===== src/rtl/instr_encoder_pkg.sv =====
// Shared definitions for the 16-bit instruction format.
// The encoder and the decode FSM both use these, so they agree on where each field sits.
package instr_encoder_pkg;

    // Field positions inside the 16-bit instruction word
    localparam int OPHI_MSB  = 15;
    localparam int OPHI_LSB  = 12;
    localparam int RDEST_MSB = 11;
    localparam int RDEST_LSB = 8;
    localparam int MID_MSB   = 7;   // OPEXT (R-type) / IMMHI (I-type)
    localparam int MID_LSB   = 4;
    localparam int LOW_MSB   = 3;   // RSRC (R-type) / IMMLO (I-type)
    localparam int LOW_LSB   = 0;

    localparam logic [15:0] NOP_WORD_DEFAULT = 16'h0000;

    typedef enum logic {
        FMT_R = 1'b0,
        FMT_I = 1'b1
    } fmt_e;

    typedef struct packed {
        logic        legal;
        logic [15:0] word;
    } enc_result_t;

    // Packs the decoded fields into one instruction word.
    // An R-type needs a zero high opcode nibble, because a non-zero nibble is what marks an I-type.
    function automatic enc_result_t encode_fields(
        input logic [7:0] opcode,
        input logic [3:0] rdest,
        input logic [3:0] rsrc,
        input logic [7:0] imm,
        input fmt_e       fmt
    );
        enc_result_t r;
        r.word  = '0;
        r.legal = 1'b0;
        r.word[RDEST_MSB:RDEST_LSB] = rdest;
        if (fmt == FMT_I) begin
            r.word[OPHI_MSB:OPHI_LSB] = opcode[7:4];
            r.word[MID_MSB:MID_LSB]   = imm[7:4];
            r.word[LOW_MSB:LOW_LSB]   = imm[3:0];
            r.legal = (opcode[7:4] != 4'h0);
        end else begin
            r.word[OPHI_MSB:OPHI_LSB] = 4'h0;
            r.word[MID_MSB:MID_LSB]   = opcode[3:0];
            r.word[LOW_MSB:LOW_LSB]   = rsrc;
            r.legal = (opcode[7:4] == 4'h0);
        end
        return r;
    endfunction

endpackage


===== src/rtl/instr_encoder_sync_fifo.sv =====
// Small synchronous FIFO that holds encoded instruction words.
// Pointers and count are reset. The storage array is not reset, because the count alone decides what is valid.
module instr_encoder_sync_fifo
    import instr_encoder_pkg::*;
#(
    parameter int DEPTH = 4,
    parameter int WIDTH = 16
) (
    input  logic                       clk,
    input  logic                       reset,
    input  logic                       push_i,
    input  logic                       pop_i,
    input  logic [WIDTH-1:0]           wdata_i,
    output logic [WIDTH-1:0]           rdata_o,
    output logic [$clog2(DEPTH):0]     count_o
);

    localparam int AW = $clog2(DEPTH);
    localparam int CW = AW + 1;

    logic [WIDTH-1:0] mem_q [DEPTH];
    logic [AW-1:0]    wr_ptr_q;
    logic [AW-1:0]    rd_ptr_q;
    logic [CW-1:0]    count_q;
    logic [CW-1:0]    count_d;
    logic             full;
    logic             empty;
    logic             push_ok;
    logic             pop_ok;

    assign full    = (count_q == CW'(DEPTH));
    assign empty   = (count_q == '0);
    assign push_ok = push_i && !full;
    assign pop_ok  = pop_i && !empty;

    // Next occupancy: a push and a pop in the same cycle cancel out
    always_comb begin
        count_d = count_q;
        case ({push_ok, pop_ok})
            2'b10:   count_d = count_q + 1'b1;
            2'b01:   count_d = count_q - 1'b1;
            default: count_d = count_q;
        endcase
    end

    // Pointer and occupancy registers. The pointers are power-of-two wide, so they wrap on their own.
    always_ff @(posedge clk or negedge reset) begin
        if (!reset) begin
            wr_ptr_q <= '0;
            rd_ptr_q <= '0;
            count_q  <= '0;
        end else begin
            if (push_ok) wr_ptr_q <= wr_ptr_q + 1'b1;
            if (pop_ok)  rd_ptr_q <= rd_ptr_q + 1'b1;
            count_q <= count_d;
        end
    end

    // Storage write port
    always_ff @(posedge clk) begin
        if (push_ok) mem_q[wr_ptr_q] <= wdata_i;
    end

    assign rdata_o = mem_q[rd_ptr_q];
    assign count_o = count_q;

endmodule


===== src/rtl/instr_encoder.sv =====
// Producer end of the 16-bit instruction interface.
// It packs the field tuples, queues them in a FIFO, and hands the head word to the decode FSM one pc_en pulse at a time.
module instr_encoder
    import instr_encoder_pkg::*;
#(
    parameter int          DEPTH    = 4,
    parameter logic [15:0] NOP_WORD = NOP_WORD_DEFAULT
) (
    input  logic        clk,
    input  logic        reset,
    input  logic        in_valid,
    output logic        in_ready,
    input  logic [7:0]  in_opcode,
    input  logic [3:0]  in_rdest,
    input  logic [3:0]  in_rsrc,
    input  logic [7:0]  in_imm,
    input  logic        in_imm_sel,
    input  logic        pc_en,
    output logic [15:0] instr_set,
    output logic        instr_valid,
    output logic        enc_err,
    output logic [7:0]  stall_cnt
);

    localparam int CW = $clog2(DEPTH) + 1;

    logic [CW-1:0] count;
    logic [15:0]   head_word;
    enc_result_t   enc;
    logic          accept;
    logic          push;
    logic          pop;
    logic          empty;
    logic          enc_err_q;
    logic          enc_err_d;
    logic [7:0]    stall_cnt_q;
    logic [7:0]    stall_cnt_d;

    assign enc    = encode_fields(in_opcode, in_rdest, in_rsrc, in_imm, fmt_e'(in_imm_sel));
    assign empty  = (count == '0);
    assign accept = in_valid && in_ready;
    assign push   = accept && enc.legal;
    assign pop    = pc_en && !empty;

    instr_encoder_sync_fifo #(
        .DEPTH (DEPTH),
        .WIDTH (16)
    ) u_fifo (
        .clk     (clk),
        .reset   (reset),
        .push_i  (push),
        .pop_i   (pop),
        .wdata_i (enc.word),
        .rdata_o (head_word),
        .count_o (count)
    );

    // Next-state for the error pulse and the saturating stall counter
    always_comb begin
        enc_err_d   = accept && !enc.legal;
        stall_cnt_d = stall_cnt_q;
        if (pc_en && empty && (stall_cnt_q != 8'hFF)) begin
            stall_cnt_d = stall_cnt_q + 8'd1;
        end
    end

    // Register the status outputs so the decoder sees clean, edge-aligned values
    always_ff @(posedge clk or negedge reset) begin
        if (!reset) begin
            enc_err_q   <= 1'b0;
            stall_cnt_q <= 8'h00;
        end else begin
            enc_err_q   <= enc_err_d;
            stall_cnt_q <= stall_cnt_d;
        end
    end

    assign in_ready    = (count != CW'(DEPTH));
    assign instr_valid = !empty;
    assign instr_set   = empty ? NOP_WORD : head_word;
    assign enc_err     = enc_err_q;
    assign stall_cnt   = stall_cnt_q;

endmodule


===== config.mk =====
export PLATFORM = sky130hd
export DESIGN_NAME = instr_encoder
export DESIGN_NICKNAME = d
export VERILOG_FILES = /design/src/rtl/instr_encoder_pkg.sv /design/src/rtl/instr_encoder_sync_fifo.sv /design/src/rtl/instr_encoder.sv
export SDC_FILE = /design/constraint.sdc
export NUM_CORES = 1
export LEC_CHECK = 0
export ABC_AREA = 1
export CAP_MARGIN = 15
export CORE_ASPECT_RATIO = 0.9
export CORE_MARGIN = 2
export CORE_UTILIZATION = 35
export CTS_BUF_LIST = sky130_fd_sc_hd__clkbuf_4
export CTS_CLUSTER_DIAMETER = 150
export CTS_CLUSTER_SIZE = 40
export DETAILED_ROUTE_END_ITERATION = 16
export DONT_BUFFER_PORTS = 1
export GPL_TIMING_DRIVEN = 0
export MAX_ROUTING_LAYER = met4
export REMOVE_ABC_BUFFERS = 1
export SETUP_SLACK_MARGIN = 0.2
export SYNTH_ARGS = -nofsm -noshare
export SYNTH_HDL_FRONTEND = slang
export SYNTH_HIERARCHICAL = 1
export SYNTH_SLANG_ARGS = --single-unit

===== constraint.sdc =====
create_clock -name clk -period 2.96 [get_ports clk]
set_input_delay 0.74 -clock clk [delete_from_list [all_inputs] [get_ports clk]]
set_output_delay 0.74 -clock clk [all_outputs]
set_load 0.01 [all_outputs]

==> run metrics, run 1 <==
Port-buffer cells=0; number of enable flip-flop cells after synthesis=64; setup skew after layout=between 0.01 and 0.015 ns; Max transition margin=between 30 and 40%; detailed-route DRC error count=0; fraction of the yosys area taken by sequential cells=approximately three fifths; overflow left after global routing=0; DR vias/cell=4.64; met3 Use GR=roughly 5.1%; Top Ports=between 50 and 60; x dimension of the die=about 110 um; worst path buffer plus inverter count=2; total routing resource utilization after global routing=between 10% and 20%; vias after detailed routing=approximately 2500; Detailed Routing Iterations Pass 1=4; setup slack on the worst flop-to-flop path=0.61 ns; H-tree depth=3; Lkg Pwr=1.85 nW; slew at the pin closest to its max-slew limit=about 0.95 ns; Inserted Clock Buffers=9; wire length of the first global-routing pass=11800 um; startpoint type of the worst setup path=flop; RSZ-0062 raised after global routing=no; crit-path cells=inv_6 -> o211ai_1 -> nand2_1 -> inv_1 -> nor2_1; most crowded layer after global routing=met2; total power divided by cell area=between 800 and 900 nW/um^2; number of antenna violations at the first check in global routing=0; total detailed-routing wirelength=roughly 7200 um; number of synthesized register bits=80; RD Place Congestion=roughly 0.8; Cells after Synth=just under 400; clk root buf=clkbuf_4; count of antenna-violating nets left after detailed routing=0; core area=~11000 sq um; antenna cell count=0; ys flop type=edfxtp_1; peak per-stage delay on the critical path=between 0.4 and 0.5 ns; most common library cell in the layout ignoring fill and taps=nand2_1; unique cell type count in the Yosys netlist=26; starting density of the core=35.6%; run status=complete, no violations; height of the chip=around 100 um; Post-CTS Repair Setup Buffers=0; data arrival time at the worst-slack endpoint=approximately 1.8 ns; First DRT Iteration DRCs=128; share of cells above drive strength 1=roughly 7.7%; Inst Count DP=520; minimum setup slack in the final design=0.464 ns; number of buffers on the longest clock path=2; number of pins exceeding their max-slew limit in the final report=0; largest net degree at the start of global routing=66; final critical-path required period=2.50 ns; cell family with the largest share of critical-path delay=flip-flops; Synth warnings=6; reported max-cap violation count=0; die area=around 12000 sq um; largest vdd supply drop=approximately 0.00038 V; met1 GRT Util=14.2%; Final Cycle Share=roughly 84%; final setup violation count=0; final routed wire length divided by cell count=approximately 13 um; peak fanout along the critical path=65; cell row count=36; area growth from synthesis to final layout=8.05%; met2 Usage GRT=24.7%; dpl ws=between 0.01 and 0.015 ns; startpoint-to-endpoint class of the critical path=reg2out; max frequency=401 MHz; highest-delay cell along the critical path=dfrtp_1; Hold Crit Class=in2reg; Worst-path clk slew=between 0.1 and 0.15 ns; Clock Latency Late Sink=0.43 ns; TritonCTS clock tree=built; Sinks on Clock Net=80; async set-or-reset flop fraction in the synthesized netlist=between 20% and 30%; number of global-route vias before repair=2436; most frequent cells in the layout=nand2_1, inv_1, edfxtp_1; hold violation total from the final report=0; Syn Area/Cell=9.67 sq um; nets=435; Synth Cell Area=around 3800 sq um; CP required=2.22 ns; Finished Core Util=approximately 39%; count of non-filler cells in the finished layout=537; Worst Setup End Kind=primary output; detailed placement HPWL=4760 um
[flip-flops by register name, indices dropped and copies added, names as in the netlist]
| register | cells |
|---|---|
| stall_cnt | 8 |
| enc_err | 1 |
| u_fifo/count_o | 3 |
| u_fifo/wr_ptr_q | 2 |
| u_fifo/rd_ptr_q | 2 |
| u_fifo/mem_q | 64 |
[final cells by class]
| type | count | area [sq um] |
|---|---|---|
| fillers | 1053 | 6620 |
| flip-flops and latches | 80 | 2320 |
| multi-input cells | 225 | 1120 |
| inverters | 80 | 312 |
| well taps | 133 | 166 |
| clock inverters | 7 | 118 |
| clock buffers | 9 | 67.6 |
| repair buffers | 3 | 40.0 |
[cells by family (layout without fill, tap and decap cells)]
group	count (synthesis)	after routing	synth area share (%)
AO/OA/AOI/OAI	36	36	7.04
XOR/XNOR	4	4	0.913
adder cells (fa/ha/maj)	7	7	2.48
buffers and inverters	92	99	10.6
flip-flops	80	80	60.5
AND/OR/NAND/NOR	178	178	18.5
[path summary, 6_finish.rpt]
path                                                start                              to  depth (start not counted)
min in group asynchronous                           reset        stall_cnt[4]$_DFFE_PN0P_                          1
min                                           in_rdest[1]    u_fifo/mem_q[1][9]$_DFFE_PP_                          0
min reg2reg                 u_fifo/count_o[0]$_DFFE_PN0P_   u_fifo/count_o[0]$_DFFE_PN0P_                          1
max in group asynchronous                           reset  u_fifo/rd_ptr_q[1]$_DFFE_PN0P_                          1
max reg2reg                 u_fifo/count_o[2]$_DFFE_PN0P_   u_fifo/count_o[2]$_DFFE_PN0P_                         13
max                        u_fifo/rd_ptr_q[0]$_DFFE_PN0P_                   instr_set[11]                          5
[metrics by stage]
step	area, sq um	setup TNS, ns	power [mW]	hold WS, ns
2_1_floorplan	3730	0	2.53	0.444
3_3_place_gp	3900	-25.46	2.79	0.445
3_5_place_dp	3940	0	2.85	0.445
4_1_cts	4140	0	3.70	0.357
5_1_grt	4150	0	3.94	0.355
6_report	4150	0	3.65	0.394
[power by group]
group | internal (mW) | leakage, nW | switching [mW]
clock network | 0.431 | 0.0975 | 0.388
registers | 1.40 | 0.788 | 0.164
logic | 0.384 | 0.964 | 0.880
[cell usage after synthesis, types with 2 or more instances]
| master | instances | area share, % |
|---|---|---|
| nand2_1 | 131 | 13 |
| inv_1 | 75 | 7.3 |
| edfxtp_1 | 64 | 50 |
| o211ai_1 | 30 | 5.9 |
| nor2_1 | 28 | 2.7 |
| dfrtp_1 | 16 | 10 |
| nand3_1 | 12 | 1.6 |
| buf_6 | 6 | 1.8 |
| ha_1 | 6 | 2.0 |
| buf_4 | 3 | 0.59 |
| o21ai_0 | 3 | 0.39 |
| clkbuf_1 | 2 | 0.20 |
| clkinv_1 | 2 | 0.20 |
| inv_2 | 2 | 0.20 |
| nand2_2 | 2 | 0.33 |
| nand4_1 | 2 | 0.33 |
| o211ai_2 | 2 | 0.65 |
| xnor2_1 | 2 | 0.46 |
| xor2_1 | 2 | 0.46 |
[metal layers]
metal | wire length (um) | part of all wire (%)
met5 | 0 | 0
met3 | 457 | 6.3
met2 | 3540 | 49
met4 | 88 | 1.2
met1 | 3150 | 44
[what timing repair did]
action | CTS | global route
resized for setup | 4 | 1
pin swaps | 0 | 0
hold buffers | 1 | 0
hold endpoints to repair | 16 | 0
endpoints found under the setup margin | 16 | 3
(Power assumes the default switching activity.)
==> run 2: changes to the inputs <==
Settings changed: ABC_AREA 1 to 0.
Clock period 2.96 ns to 2.2 ns, I/O delays scaled along.
==> run 2 against run 1 <==
The run now ends with negative setup slack left. Sequential share of layout area up 1.5 points. Synthesized cell count down 49%. Critical path depth down 2. Area after synthesis down 8.7%. Critical endpoint is now instr_set[0]. Largest cell class unchanged. Largest power group unchanged.
==> run metrics, run 2 <==
Lkg Pwr=approximately 1.5 nW; max frequency=between 400 and 500 MHz; number of enable flip-flop cells after synthesis=64; total power divided by cell area=around 1200 nW/um^2; Worst-path clk slew=between 0.1 and 0.15 ns; area share of the leading cell type in the synthesized netlist=between 50% and 60%; Hold Crit Class=in2reg; ys flop type=edfxtp_1; cell family with the largest share of critical-path delay=multiplexers; detailed placement HPWL=~3900 um; DR vias/cell=between 4 and 5; final setup violation count=16; ranking of synthesized cells by area=edfxtp_1, dfrtp_1, mux4_1; synthesized-area fraction occupied by adder cells=around 2.7%; starting density of the core=roughly 36%; register containing the most flip-flops in the final layout=u_fifo/mem_q; startpoint-to-endpoint class of the critical path=reg2out; Total Power=between 4 and 5 mW; height of the chip=between 90 and 100 um; dominant cell by count in the synthesized netlist=edfxtp_1; hold violation total from the final report=0; Top Ports=56; Cells after Synth=201; largest vdd supply drop=around 0.00043 V; Max transition margin=a little under half; peak per-stage delay on the critical path=0.54 ns; CP required=about 1.7 ns; First DRT Iteration DRCs=58; crit-path cells=buf_12 -> mux4_2 -> and2b_1; data arrival time at the worst-slack endpoint=1.79 ns; most common library cell in the layout ignoring fill and taps=edfxtp_1; dpl ws=-0.682 ns; Port-buffer cells=0; Detailed Routing Iterations Pass 1=4; wire length of the first global-routing pass=between 10000 and 15000 um; basic-gate share of the synthesized area counting and, or, nand and nor cells=a little under 9%; nets=265; cell row count=34; overflow left after global routing=0; total detailed-routing wirelength=roughly 6800 um; cell taking the most area after synthesis=edfxtp_1; xor and xnor fraction of the mapped netlist area=approximately 2.7%; core area=9700 sq um; share of cells above drive strength 1=35.9%; detailed-route DRC error count=0; minimum setup slack in the final design=-0.136 ns; reported max-cap violation count=0; Syn Area/Cell=roughly 17 sq um; fraction of the yosys area taken by sequential cells=66.3%; multiplexer fraction of the synthesized cell area=15.7%; final critical-path required period=roughly 2.3 ns; tightest hold margin=0.215 ns; Worst Setup End Kind=primary output; Synth Cell Area=about 3500 sq um; clk root buf=clkbuf_4; final routed wire length divided by cell count=between 15 and 20 um; number of buffers on the longest clock path=2; x dimension of the die=109 um; largest net degree at the start of global routing=18; antenna cell count=0; Final Cycle Share=106%; worst path buffer plus inverter count=1; TritonCTS clock tree=built; Clock Latency Late Sink=about 0.42 ns; async set-or-reset flop fraction in the synthesized netlist=between 20% and 30%; total routing resource utilization after global routing=between 10 and 15%; number of antenna violations at the first check in global routing=0; Synth warnings=6; number of pins exceeding their max-slew limit in the final report=0; startpoint type of the worst setup path=flop; area fraction in compound gates after synthesis=about 1.5%; setup skew after layout=0.0118 ns; peak fanout along the critical path=9; Largest register FFs=64; unique cell type count in the Yosys netlist=35; most frequent cells in the layout=edfxtp_1, buf_4, dfrtp_1, mux4_2, mux2_2; most numerous cell types in the synthesized netlist=edfxtp_1, dfrtp_1, mux2_2, nor2b_1, nor2_1; area growth from synthesis to final layout=15.6%; RD Place Congestion=0.753; vias after detailed routing=1786; number of global-route vias before repair=between 1500 and 2000; setup TNS=-1.44 ns; number of synthesized register bits=80; count of antenna-violating nets left after detailed routing=0; RSZ-0062 raised after global routing=yes; highest-delay cell along the critical path=mux4_2; H-tree depth=3; run status=complete, but fails checks; combinational family with the most area after synthesis=multiplexers; slew at the pin closest to its max-slew limit=0.780 ns; failing checks=negative setup slack; Inserted Clock Buffers=9; Finished Core Util=about two fifths; Sinks on Clock Net=80; die area=around 11000 sq um
run 2: cell count changes in the layout (fill, tap and decap cells not counted), moves of 5 or more:
| cell | change |
|---|---|
| inv_1 | -69 |
| o211ai_1 | -30 |
| xor2_1 | +5 |
| nand3_1 | -9 |
| mux4_1 | +5 |
| mux2_2 | +10 |
| and2b_1 | +7 |
| buf_4 | +16 |
| nor2_1 | -17 |
| mux4_2 | +11 |
| nor2b_1 | +9 |
| nand2_1 | -125 |
run 2: area by class of cell:
class                           count  area [sq um]
Fill cell                         883          5650
Sequential cell                    80          2330
Multi-Input combinational cell    108          1170
Timing Repair Buffer               23           215
Tap cell                          126           158
Clock inverter                      7          78.8
Clock buffer                        9          67.6
Inverter                            7          26.3
run 2: worst register-to-register path, delay by kind of cell, from the launching register on:
family	cells	cell delay, ns
buffers and inverters	2	0.10
AO/OA/AOI/OAI	1	0.13
flip-flops	1	0.47
AND/OR/NAND/NOR	4	0.50
adder cells (fa/ha/maj)	2	0.50
XOR/XNOR	2	0.31
run 2: logic make-up after synthesis:
family | Yosys count
AO/OA/AOI/OAI | 7
XOR/XNOR | 11
adder cells (fa/ha/maj) | 7
buffers and inverters | 14
flip-flops | 80
multiplexers | 30
AND/OR/NAND/NOR | 52
run 2: what timing repair did:
action / 4_1_cts / 5_1_grt
buffers inserted: 15 / 6
endpoints found under the hold margin: 16 / 0
resized for setup: 26 / 9
endpoints found under the setup margin: 84 / 34
gates cloned: 1 / 0
hold buffers: 1 / 0
pin swaps: 7 / 7
run 2: power breakdown:
part	leakage, nW	switching (mW)	internal (mW)	total (mW)
Combinational	0.602	0.843	0.915	1.76
Sequential	0.779	0.255	1.90	2.16
Clock	0.0744	0.524	0.357	0.881
Total	1.46	1.62	3.17	4.79
run 2: routing by layer:
layer  track usage, %  part of all wire, %
met1             17.5                   44
met2             19.8                   47
met4             4.09                  1.2
met3             5.49                  7.0
met5                -                    0
run 2: worst paths after layout:
kind | endpoint | slack [ns] | cells after the start | start
setup / recovery | instr_set[0] | -0.14 | 3 | u_fifo/rd_ptr_q[0]$_DFFE_PN0P_
hold / removal | u_fifo/mem_q[0][10]$_DFFE_PP_ | 0.22 | 0 | in_rdest[2]
setup reg to reg | u_fifo/count_o[2]$_DFFE_PN0P_ | 0.12 | 11 | u_fifo/count_o[1]$_DFFE_PN0P_
hold reg to reg | stall_cnt[0]$_DFFE_PN0P_ | 0.60 | 1 | stall_cnt[0]$_DFFE_PN0P_
max in group asynchronous | u_fifo/rd_ptr_q[0]$_DFFE_PN0P_ | 0.99 | 1 | reset
min in group asynchronous | stall_cnt[5]$_DFFE_PN0P_ | 0.64 | 1 | reset
run 2: through the flow:
step / instances / cell area [sq um]
after detailed placement: 321 / 3620
after global placement: 320 / 3600
after global routing: 360 / 4050
final: 360 / 4050
after CTS: 354 / 3980
after floorplan: 194 / 3450
